<file path="src/rtl/ramsey_scan_scheduler.sv">
// ---------------------------------------------------------------------------
// ramsey_scan_scheduler
//
// Drives the POP cycle generator through an automatic free-precession scan
// so Ramsey fringes can be recorded without pressing the freeprecess
// buttons by hand. A scan runs n_points points. Each point issues
// cycles_per_point POP cycle requests. Between points, freeprecess steps
// by fp_step and saturates at all-ones.
//
// Ports (all logic in the clk_2M5 domain):
//   clk_2M5          2.5 MHz clock, posedge
//   reset_n          asynchronous active-low reset
//   start            begin a scan (sampled in IDLE only)
//   abort            terminate a running scan, no done/point_strobe
//   fp_start         first free-precession delay
//   fp_step          delay increment per point
//   n_points         number of scan points
//   cycles_per_point POP cycles averaged per point
//   cycle_done       end-of-POP-cycle pulse from POPtimers
//   cycle_req        pulse: run one POP cycle with current freeprecess
//   freeprecess      delay for the current point
//   point_index      0-based index of the current point
//   point_strobe     pulse when a point completes
//   busy             high while a scan is running
//   done             pulse on normal completion (or on a zero-length start)
//   saturated        sticky per scan: freeprecess addition carried out
//   timeout          pulse on watchdog expiry
//
// Optional feature: define SCAN_WATCHDOG_EN to add a TIMEOUT_W-bit
// watchdog on the WAIT state. Without it, WAIT waits indefinitely and
// timeout stays 0.
// ---------------------------------------------------------------------------
`timescale 1ns/1ps
module ramsey_scan_scheduler #(
  parameter int WIDTH     = 16,
  parameter int PTS_W     = 8,
  parameter int CNT_W     = 8,
  parameter int TIMEOUT_W = 20
) (
  input  logic             clk_2M5,
  input  logic             reset_n,
  input  logic             start,
  input  logic             abort,
  input  logic [WIDTH-1:0] fp_start,
  input  logic [WIDTH-1:0] fp_step,
  input  logic [PTS_W-1:0] n_points,
  input  logic [CNT_W-1:0] cycles_per_point,
  input  logic             cycle_done,
  output logic             cycle_req,
  output logic [WIDTH-1:0] freeprecess,
  output logic [PTS_W-1:0] point_index,
  output logic             point_strobe,
  output logic             busy,
  output logic             done,
  output logic             saturated,
  output logic             timeout
);

  typedef enum logic [1:0] {IDLE, ISSUE, WAIT} state_t;

  state_t           state, state_d;
  logic [WIDTH-1:0] step_q, step_d;
  logic [PTS_W-1:0] npts_q, npts_d;
  logic [CNT_W-1:0] cpp_q, cpp_d;
  logic [CNT_W-1:0] cycle_cnt, cnt_d, cnt_inc;
  logic [WIDTH-1:0] fp_d;
  logic [PTS_W-1:0] idx_d;
  logic             req_d, strobe_d, busy_d, done_d, sat_d;
  logic [WIDTH:0]   fp_sum;

`ifdef SCAN_WATCHDOG_EN
  logic [TIMEOUT_W-1:0] wd_cnt, wd_d;
  logic                 timeout_d;
`endif

  // Next-state and next-output logic. Every output is a register, so the
  // pulses (cycle_req, point_strobe, done, timeout) are decided here one
  // clock ahead and appear in the clock after the deciding edge.
  always_comb begin
    state_d  = state;
    step_d   = step_q;
    npts_d   = npts_q;
    cpp_d    = cpp_q;
    cnt_d    = cycle_cnt;
    fp_d     = freeprecess;
    idx_d    = point_index;
    busy_d   = busy;
    sat_d    = saturated;
    req_d    = 1'b0;
    strobe_d = 1'b0;
    done_d   = 1'b0;
    cnt_inc  = cycle_cnt + CNT_W'(1);
    // One extra bit catches the carry that triggers clamping.
    fp_sum   = {1'b0, freeprecess} + {1'b0, step_q};
`ifdef SCAN_WATCHDOG_EN
    wd_d      = wd_cnt;
    timeout_d = 1'b0;
`endif

    case (state)
      IDLE: begin
        if (start) begin
          if ((n_points != '0) && (cycles_per_point != '0)) begin
            step_d  = fp_step;
            npts_d  = n_points;
            cpp_d   = cycles_per_point;
            fp_d    = fp_start;
            idx_d   = '0;
            cnt_d   = '0;
            sat_d   = 1'b0;
            busy_d  = 1'b1;
            req_d   = 1'b1;
            state_d = ISSUE;
          end else begin
            // A zero-length scan completes immediately without running.
            done_d = 1'b1;
          end
        end
      end

      ISSUE: begin
        if (abort) begin
          busy_d  = 1'b0;
          state_d = IDLE;
        end else begin
          state_d = WAIT;
`ifdef SCAN_WATCHDOG_EN
          wd_d = '0;
`endif
        end
      end

      WAIT: begin
        // Abort wins over a simultaneous cycle_done.
        if (abort) begin
          busy_d  = 1'b0;
          state_d = IDLE;
        end else if (cycle_done) begin
          if (cnt_inc < cpp_q) begin
            cnt_d   = cnt_inc;
            req_d   = 1'b1;
            state_d = ISSUE;
          end else begin
            strobe_d = 1'b1;
            cnt_d    = '0;
            if (point_index == npts_q - PTS_W'(1)) begin
              // Final point: freeprecess and point_index keep their values.
              done_d  = 1'b1;
              busy_d  = 1'b0;
              state_d = IDLE;
            end else begin
              idx_d   = point_index + PTS_W'(1);
              req_d   = 1'b1;
              state_d = ISSUE;
              if (fp_sum[WIDTH]) begin
                fp_d  = '1;
                sat_d = 1'b1;
              end else begin
                fp_d = fp_sum[WIDTH-1:0];
              end
            end
          end
        end else begin
`ifdef SCAN_WATCHDOG_EN
          if (wd_cnt == '1) begin
            timeout_d = 1'b1;
            busy_d    = 1'b0;
            state_d   = IDLE;
          end else begin
            wd_d = wd_cnt + TIMEOUT_W'(1);
          end
`endif
        end
      end

      default: begin
        busy_d  = 1'b0;
        state_d = IDLE;
      end
    endcase
  end

  // State, captured configuration and registered outputs.
  always_ff @(posedge clk_2M5 or negedge reset_n) begin
    if (!reset_n) begin
      state        <= IDLE;
      step_q       <= '0;
      npts_q       <= '0;
      cpp_q        <= '0;
      cycle_cnt    <= '0;
      freeprecess  <= '0;
      point_index  <= '0;
      cycle_req    <= 1'b0;
      point_strobe <= 1'b0;
      busy         <= 1'b0;
      done         <= 1'b0;
      saturated    <= 1'b0;
    end else begin
      state        <= state_d;
      step_q       <= step_d;
      npts_q       <= npts_d;
      cpp_q        <= cpp_d;
      cycle_cnt    <= cnt_d;
      freeprecess  <= fp_d;
      point_index  <= idx_d;
      cycle_req    <= req_d;
      point_strobe <= strobe_d;
      busy         <= busy_d;
      done         <= done_d;
      saturated    <= sat_d;
    end
  end

`ifdef SCAN_WATCHDOG_EN
  // Watchdog counter and its expiry pulse.
  always_ff @(posedge clk_2M5 or negedge reset_n) begin
    if (!reset_n) begin
      wd_cnt  <= '0;
      timeout <= 1'b0;
    end else begin
      wd_cnt  <= wd_d;
      timeout <= timeout_d;
    end
  end
`else
  // No watchdog: timeout is a constant 0, built from a TIMEOUT_W-wide zero
  // so the parameter stays referenced in this build.
  assign timeout = |TIMEOUT_W'(0);
`endif

endmodule
</file>
<file path="config.mk">
export PLATFORM = sky130hd
export DESIGN_NAME = ramsey_scan_scheduler
export DESIGN_NICKNAME = d
export VERILOG_FILES = /design/src/rtl/ramsey_scan_scheduler.sv
export SDC_FILE = /design/constraint.sdc
export NUM_CORES = 1
export LEC_CHECK = 0
export ABC_AREA = 1
export BUFFER_PORTS_ARGS = -buffer_cell sky130_fd_sc_hd__buf_2
export CORE_ASPECT_RATIO = 1.2
export CORE_MARGIN = 3
export CORE_UTILIZATION = 49
export DETAILED_ROUTE_END_ITERATION = 16
export GPL_TIMING_DRIVEN = 0
export PLACE_DENSITY = 0.74
export SLEW_MARGIN = 20
export SYNTH_ARGS = -nofsm -noshare
export SYNTH_HDL_FRONTEND = slang
export SYNTH_SLANG_ARGS = --single-unit
</file>
<file path="constraint.sdc">
create_clock -name clk_2M5 -period 2.3 [get_ports clk_2M5]
set_input_delay 0.46 -clock clk_2M5 [delete_from_list [all_inputs] [get_ports clk_2M5]]
set_output_delay 0.46 -clock clk_2M5 [all_outputs]
set_load 0.03 [all_outputs]
</file>
**Word-level counts from Yosys, hierarchy flattened**

Index checks and enable logic that the tools add are counted.

- Input bits: 53
- Bits in registers: 71
- Word-level logic and storage cells: 103
- Output and inout port bits: 30

- Equal/unequal tests: 14
- Mux-type cells: 61
- $add $sub $neg: 4
- $lt $le $gt $ge: 1
- Reduce and logical (&&, ||, !) cells: 11

Operators with widths:

| kind | count |
|---|---|
| 2-to-1 mux 16 bit | 7 |
| 2-to-1 mux 8 bit | 9 |
| 2-to-1 mux 1 bit | 32 |
| case mux 16 bit (2 select lines) | 1 |
| case mux 8 bit (2 select lines) | 2 |
| adder 16 x 16 -> 17 bit | 1 |
| adder 8 x 1 -> 8 bit (second input constant) | 2 |
| != test 2 bit (second input constant) | 8 |
| nonzero test 8 bit | 2 |
| 2-to-1 mux 2 bit | 5 |
| != test 3 bit (second input constant) | 3 |
| equality test 8 bit | 1 |
| < comparator 8 bit | 1 |
| AND reduction 8 bit | 1 |
| subtractor 8 x 1 -> 8 bit (second input constant) | 1 |
| AND reduction 7 bit | 1 |
| case mux 1 bit (2 select lines) | 3 |
| case mux 2 bit (3 select lines) | 1 |
| AND reduction 3 bit | 2 |
| AND reduction 6 bit | 1 |
| AND reduction 5 bit | 1 |
| case mux 1 bit (3 select lines) | 1 |
| equality test 2 x 1 -> 1 bit (second input constant) | 1 |
| equality test 2 bit (second input constant) | 1 |
| 3 further kinds | 3 |

**Depth between registers and ports, before layout**

- Word-level depth: 7
- Mapped depth: 21
- Gate-level depth less buffers: 19

**Worst setup path after synthesis**

OpenSTA, ideal clock, no wires.

- Kind: register to register
- Start: register cycle_cnt[0] (netlist name)
- End: register step_q[1]
- Data required time: 2.183 ns
- Library setup time: 0.117 ns
- Buffers on the path: 2
- Stages on the path, launching flop included: 20
- Path slack: -0.176 ns
- Arrival time: 2.359 ns
- Cells stage by stage: dfrtp_1 ha_1 nand2_1 inv_1 nand4_1 xor2_1 inv_1 ha_1 nand2_1 o21a_1 nand2_2 nor2_4 inv_2 nand3_2 inv_2 nand2_4 buf_6 buf_8 nand2_1 nand2_1

RTL lines:

| element | line | source |
|---|---|---|
| to (signal assigned) | 200 | `step_q <= step_d;` |
| to (decl) | 62 | `logic [WIDTH-1:0] step_q, step_d;` |

==> impl_metrics.sql <==
INSERT INTO impl_metrics (metric_group, metric, value, unit) VALUES
('worst_setup_path', 'critPathKind', 'reg -> reg', ''),
('worst_setup_path', 'worst_setup_path_end_kind', 'register', ''),
('power', 'seq_power_share', '22.6', '%'),
('timing', 'grt_setup_unrepaired', 'true', ''),
('power', 'ir_worst_vdd', '0.955', 'mV'),
('timing', 'finalSetupTns', '-22.86', 'ns'),
('power', 'int_power', '4.96', 'mW'),
('synthesis', 'yosys_register_bits', '71', ''),
('floorplanning', 'fp.dieW', '95.2', 'um'),
('worst_setup_path', 'regToRegEndpoint', 'step_q[4]$_DFFE_PN0P_', ''),
('worst_setup_path', 'cp-start-kind', 'register', ''),
('power', 'switchingPower', '4.66', 'mW'),
('timing', 'fin_crit_sh', '119', '%'),
('synthesis', 'syn_inst', '629', ''),
('detailed_routing', 'detailedRoute.firstPassIterationCount', '5', ''),
('finish', 'layout.cells.most_common', 'nand2_1', ''),
('placement', 'dpl_worst_slack', '-0.452', 'ns'),
('grt', 'first_global_vias', '4523', ''),
('power', 'power.share.clock', '13.1', '%'),
('floorplanning', 'boundaryPins', '83', ''),
('worst_setup_path', 'crit_path_max_fanout', '6', ''),
('synthesis', 'syn-cell-area', '4680', 'um^2'),
('finish', 'syn_to_final_growth', '31.9', '%'),
('floorplanning', 'die_h', '113', 'um'),
('detailed_routing', 'avgRoutedWirePerCell', '15.6', 'um'),
('synthesis', 'syn_nets', '709', ''),
('detailed_routing', 'antenna_violating_nets_post_route', '0', ''),
('finish', 'post_layout_nets', '824', ''),
('worst_setup_path', 'timing.critical_path.arrival', '3.00', 'ns'),
('finish', 'final_cell_mix', 'nand2_1, buf_2, dfrtp_1', ''),
('cts', 'insertion_delay', '0.38', 'ns'),
('floorplanning', 'starting_utilization_of_the_core_area', '51.0', '%'),
('grt', 'antenna_found_initial', '0', ''),
('floorplanning', 'core', '9180', 'um^2'),
('worst_setup_path', 'setup.reg_to_reg.worst_slack', '-0.43', 'ns'),
('floorplanning', 'num_rows', '38', ''),
('power', 'p_sw_share', '48.5', '%'),
('run', 'cap_violations', '0', ''),
('grt', 'global_route_wire_length_before_repair', '21.8', 'mm'),
('outcome', 'status', 'finished with violations', ''),
('floorplanning', 'die_outline_area', '10800', 'um^2'),
('timing', 'fin_ws', '-0.429', 'ns'),
('worst_setup_path', 'startpoint_of_the_worst_register_to_register_path', 'cycle_cnt[0]$_DFFE_PN0P_', ''),
('worst_setup_path', 'worstRegToRegCells', '19', ''),
('cts', 'cts_num_sinks', '71', ''),
('timing', 'final_hold_viol_count', '0', ''),
('placement', 'port_buffers', '81', ''),
('cts', 'cts_max_level', '3', ''),
('finish', 'drive_above_1_share', '31.1', '%'),
('placement', 'gpl.final_weighted_congestion', '0.916', ''),
('timing', 'slew_headroom', '58.0', '%'),
('synthesis', 'post_synth.cell_area_avg', '7.44', 'um^2'),
('detailed_routing', 'ratio_of_routed_vias_to_standard_cells', '5.34', ''),
('timing', 'finalSetupViolCount', '66', ''),
('grt', 'overflow', '0', ''),
('timing', 'finalMaxSlewViolations', '0', ''),
('cts', 'cts.root.buffer_cell', 'clkbuf_8', ''),
('timing', 'whs', '0.0294', 'ns'),
('synthesis', 'yosysWarnings', '0', ''),
('cts', 'clk_pin_slew', '0.08', 'ns'),
('synthesis', 'seq_area_frac_synth', '38.0', '%'),
('detailed_routing', 'routed_wl', '13.6', 'mm'),
('worst_hold_path', 'hold_path.class', 'in -> async', ''),
('detailed_routing', 'route.vias.total', '4643', ''),
('finish', 'filler_cell_count', '760', ''),
('cts', 'post_cts_hold_buffer_count', '0', ''),
('timing', 'fmaxAchievable', '366', 'MHz'),
('power', 'totalPowerFinal', '9.62', 'mW'),
('timing', 'tightestPinTransition', '0.630', 'ns'),
('power', 'power.combinational.fraction', '64.3', '%'),
('cts', 'cts_buffers', '9', ''),
('cts', 'tritoncts_clock_tree', 'built', ''),
('timing', 'period_minus_slack', '2.73', 'ns'),
('detailed_routing', 'initialDrtViolationCount', '222', ''),
('worst_setup_path', 'worstPathRequired', '2.57', 'ns'),
('finish', 'diodes', '0', ''),
('cts', 'max-clock-path-buffers', '2', ''),
('grt', 'gr-usage-all-layers', '26.2', '%'),
('power', 'power-per-cell-area', '1560', 'nW/um^2'),
('grt', 'grt_start_max_net_pins', '39', ''),
('synthesis', 'ys_types', '40', ''),
('power', 'cellLeakagePower', '3.26', 'nW'),
('detailed_routing', 'drc', '0', ''),
('outcome', 'failing_checks', 'setup timing', ''),
('timing', 'fin_skew', '0.00726', 'ns'),
('placement', 'dpl.hpwl', '9.40', 'mm');
[synth_stat cells (all sizes together)]
cell         instances  area, um^2
a21o                 4        30.0
nor3                 4        20.0
conb                 1        3.75
o22ai                2        12.5
or2                  9        56.3
xor2                10        87.6
xnor2                7        61.3
o21a                 2        15.0
and2                 2        12.5
nand3b               1        7.51
inv                 58         218
nand3               73         375
buf                 14         134
o21bai               5        37.5
dlygate4sd1          1        8.76
nand4                8        50.1
dfrtp               71        1780
nor2                67         264
ha                  26         325
o32ai                1        8.76
nand2              193         771
fa                   1        20.0
a21oi               29         149
o21ai               36         199
clkbuf               4        35.0
[critical path, stage by stage (launching register included)]
cell	delay (ns)
dfrtp_1	0.42
ha_2	0.22
nand2_2	0.07
inv_2	0.06
nand4_1	0.09
xor2_1	0.21
inv_1	0.11
ha_4	0.29
nand2_4	0.05
o21a_1	0.19
nand2_2	0.10
nor2_4	0.05
inv_2	0.08
nand3_4	0.09
inv_6	0.11
nand2_8	0.06
buf_12	0.17
clkbuf_16	0.16
nand2_2	0.05
nand2_1	0.04
[flip-flops by register name, indices dropped and copies added (netlist names)]
signal        cells
freeprecess      16
step_q           16
cpp_q             8
cycle_cnt         8
npts_q            8
point_index       8
state             2
busy              1
cycle_req         1
done              1
point_strobe      1
saturated         1
[logic make-up (layout without fill, tap and decap cells)]
| group | after synthesis | in the layout | synth area share (%) |
|---|---|---|---|
| flip-flops | 71 | 71 | 38.0 |
| adder cells (fa/ha/maj) | 27 | 27 | 7.38 |
| AO/OA/AOI/OAI | 79 | 79 | 9.65 |
| other | 1 | 1 | 0.0802 |
| XOR/XNOR | 17 | 17 | 3.18 |
| buffers and inverters | 77 | 197 | 8.45 |
| AND/OR/NAND/NOR | 357 | 357 | 33.3 |
[per-stage QoR]
step           std cells  utilization, %  cell area [um^2]
2_1_floorplan        629               -              4710
3_3_place_gp         830            57.4              5270
3_5_place_dp         831            57.6              5290
4_1_cts              868            65.1              5970
5_1_grt              869            67.2              6170
6_report             869            67.2              6170
[layer usage]
layer	vias up	track usage (%)	part of all wire (%)
met5	-	0	0
li1	2268	-	-
met2	130	46.0	53
met3	26	4.19	5.1
met4	0	10.1	2.3
met1	2219	31.7	40
[cell type report]
type,instances,area [um^2],share of cell area (%)
Clock buffer,13,149,2.41
Timing Repair Buffer,105,692,11.2
Multi-Input combinational cell,481,2880,46.7
Tap cell,120,150,2.43
Buffer,18,206,3.35
Clock inverter,3,90.1,1.46
Inverter,58,223,3.61
Sequential cell,71,1780,28.8
[worst max path at each step]
stage / start / end / slack (ns) / cells past startpoint
4_1_cts: cycle_cnt[0]$_DFFE_PN0P_ / freeprecess[14]$_DFFE_PN0P_ / -0.37 / 18
2_1_floorplan: cycle_cnt[0]$_DFFE_PN0P_ / step_q[1]$_DFFE_PN0P_ / -0.10 / 17
3_3_place_gp: cycle_cnt[0]$_DFFE_PN0P_ / step_q[7]$_DFFE_PN0P_ / -0.35 / 17
6_report: cycle_cnt[0]$_DFFE_PN0P_ / step_q[4]$_DFFE_PN0P_ / -0.43 / 19
3_5_place_dp: cycle_cnt[0]$_DFFE_PN0P_ / step_q[1]$_DFFE_PN0P_ / -0.45 / 17
5_1_grt: cycle_cnt[0]$_DFFE_PN0P_ / step_q[4]$_DFFE_PN0P_ / -0.56 / 19
[power by group through the flow]
| stage | logic (mW) | registers, mW | clock network, mW |
|---|---|---|---|
| CTS | 5.82 | 2.13 | 1.27 |
| finish | 6.18 | 2.18 | 1.26 |
| global placement | 4.85 | 2.11 | 0 |
| detailed placement | 4.95 | 2.12 | 0 |
| floorplan | 3.44 | 2.36 | 0 |
| global route | 6.81 | 2.24 | 1.33 |
[timing repair]
item                       CTS  global route
buffers inserted            18             2
setup endpoints to repair   65            69
pin swaps                   17            11
resized for setup           71            50
gates cloned                 4             1
No activity file was read; power rests on OpenSTA's default activity.
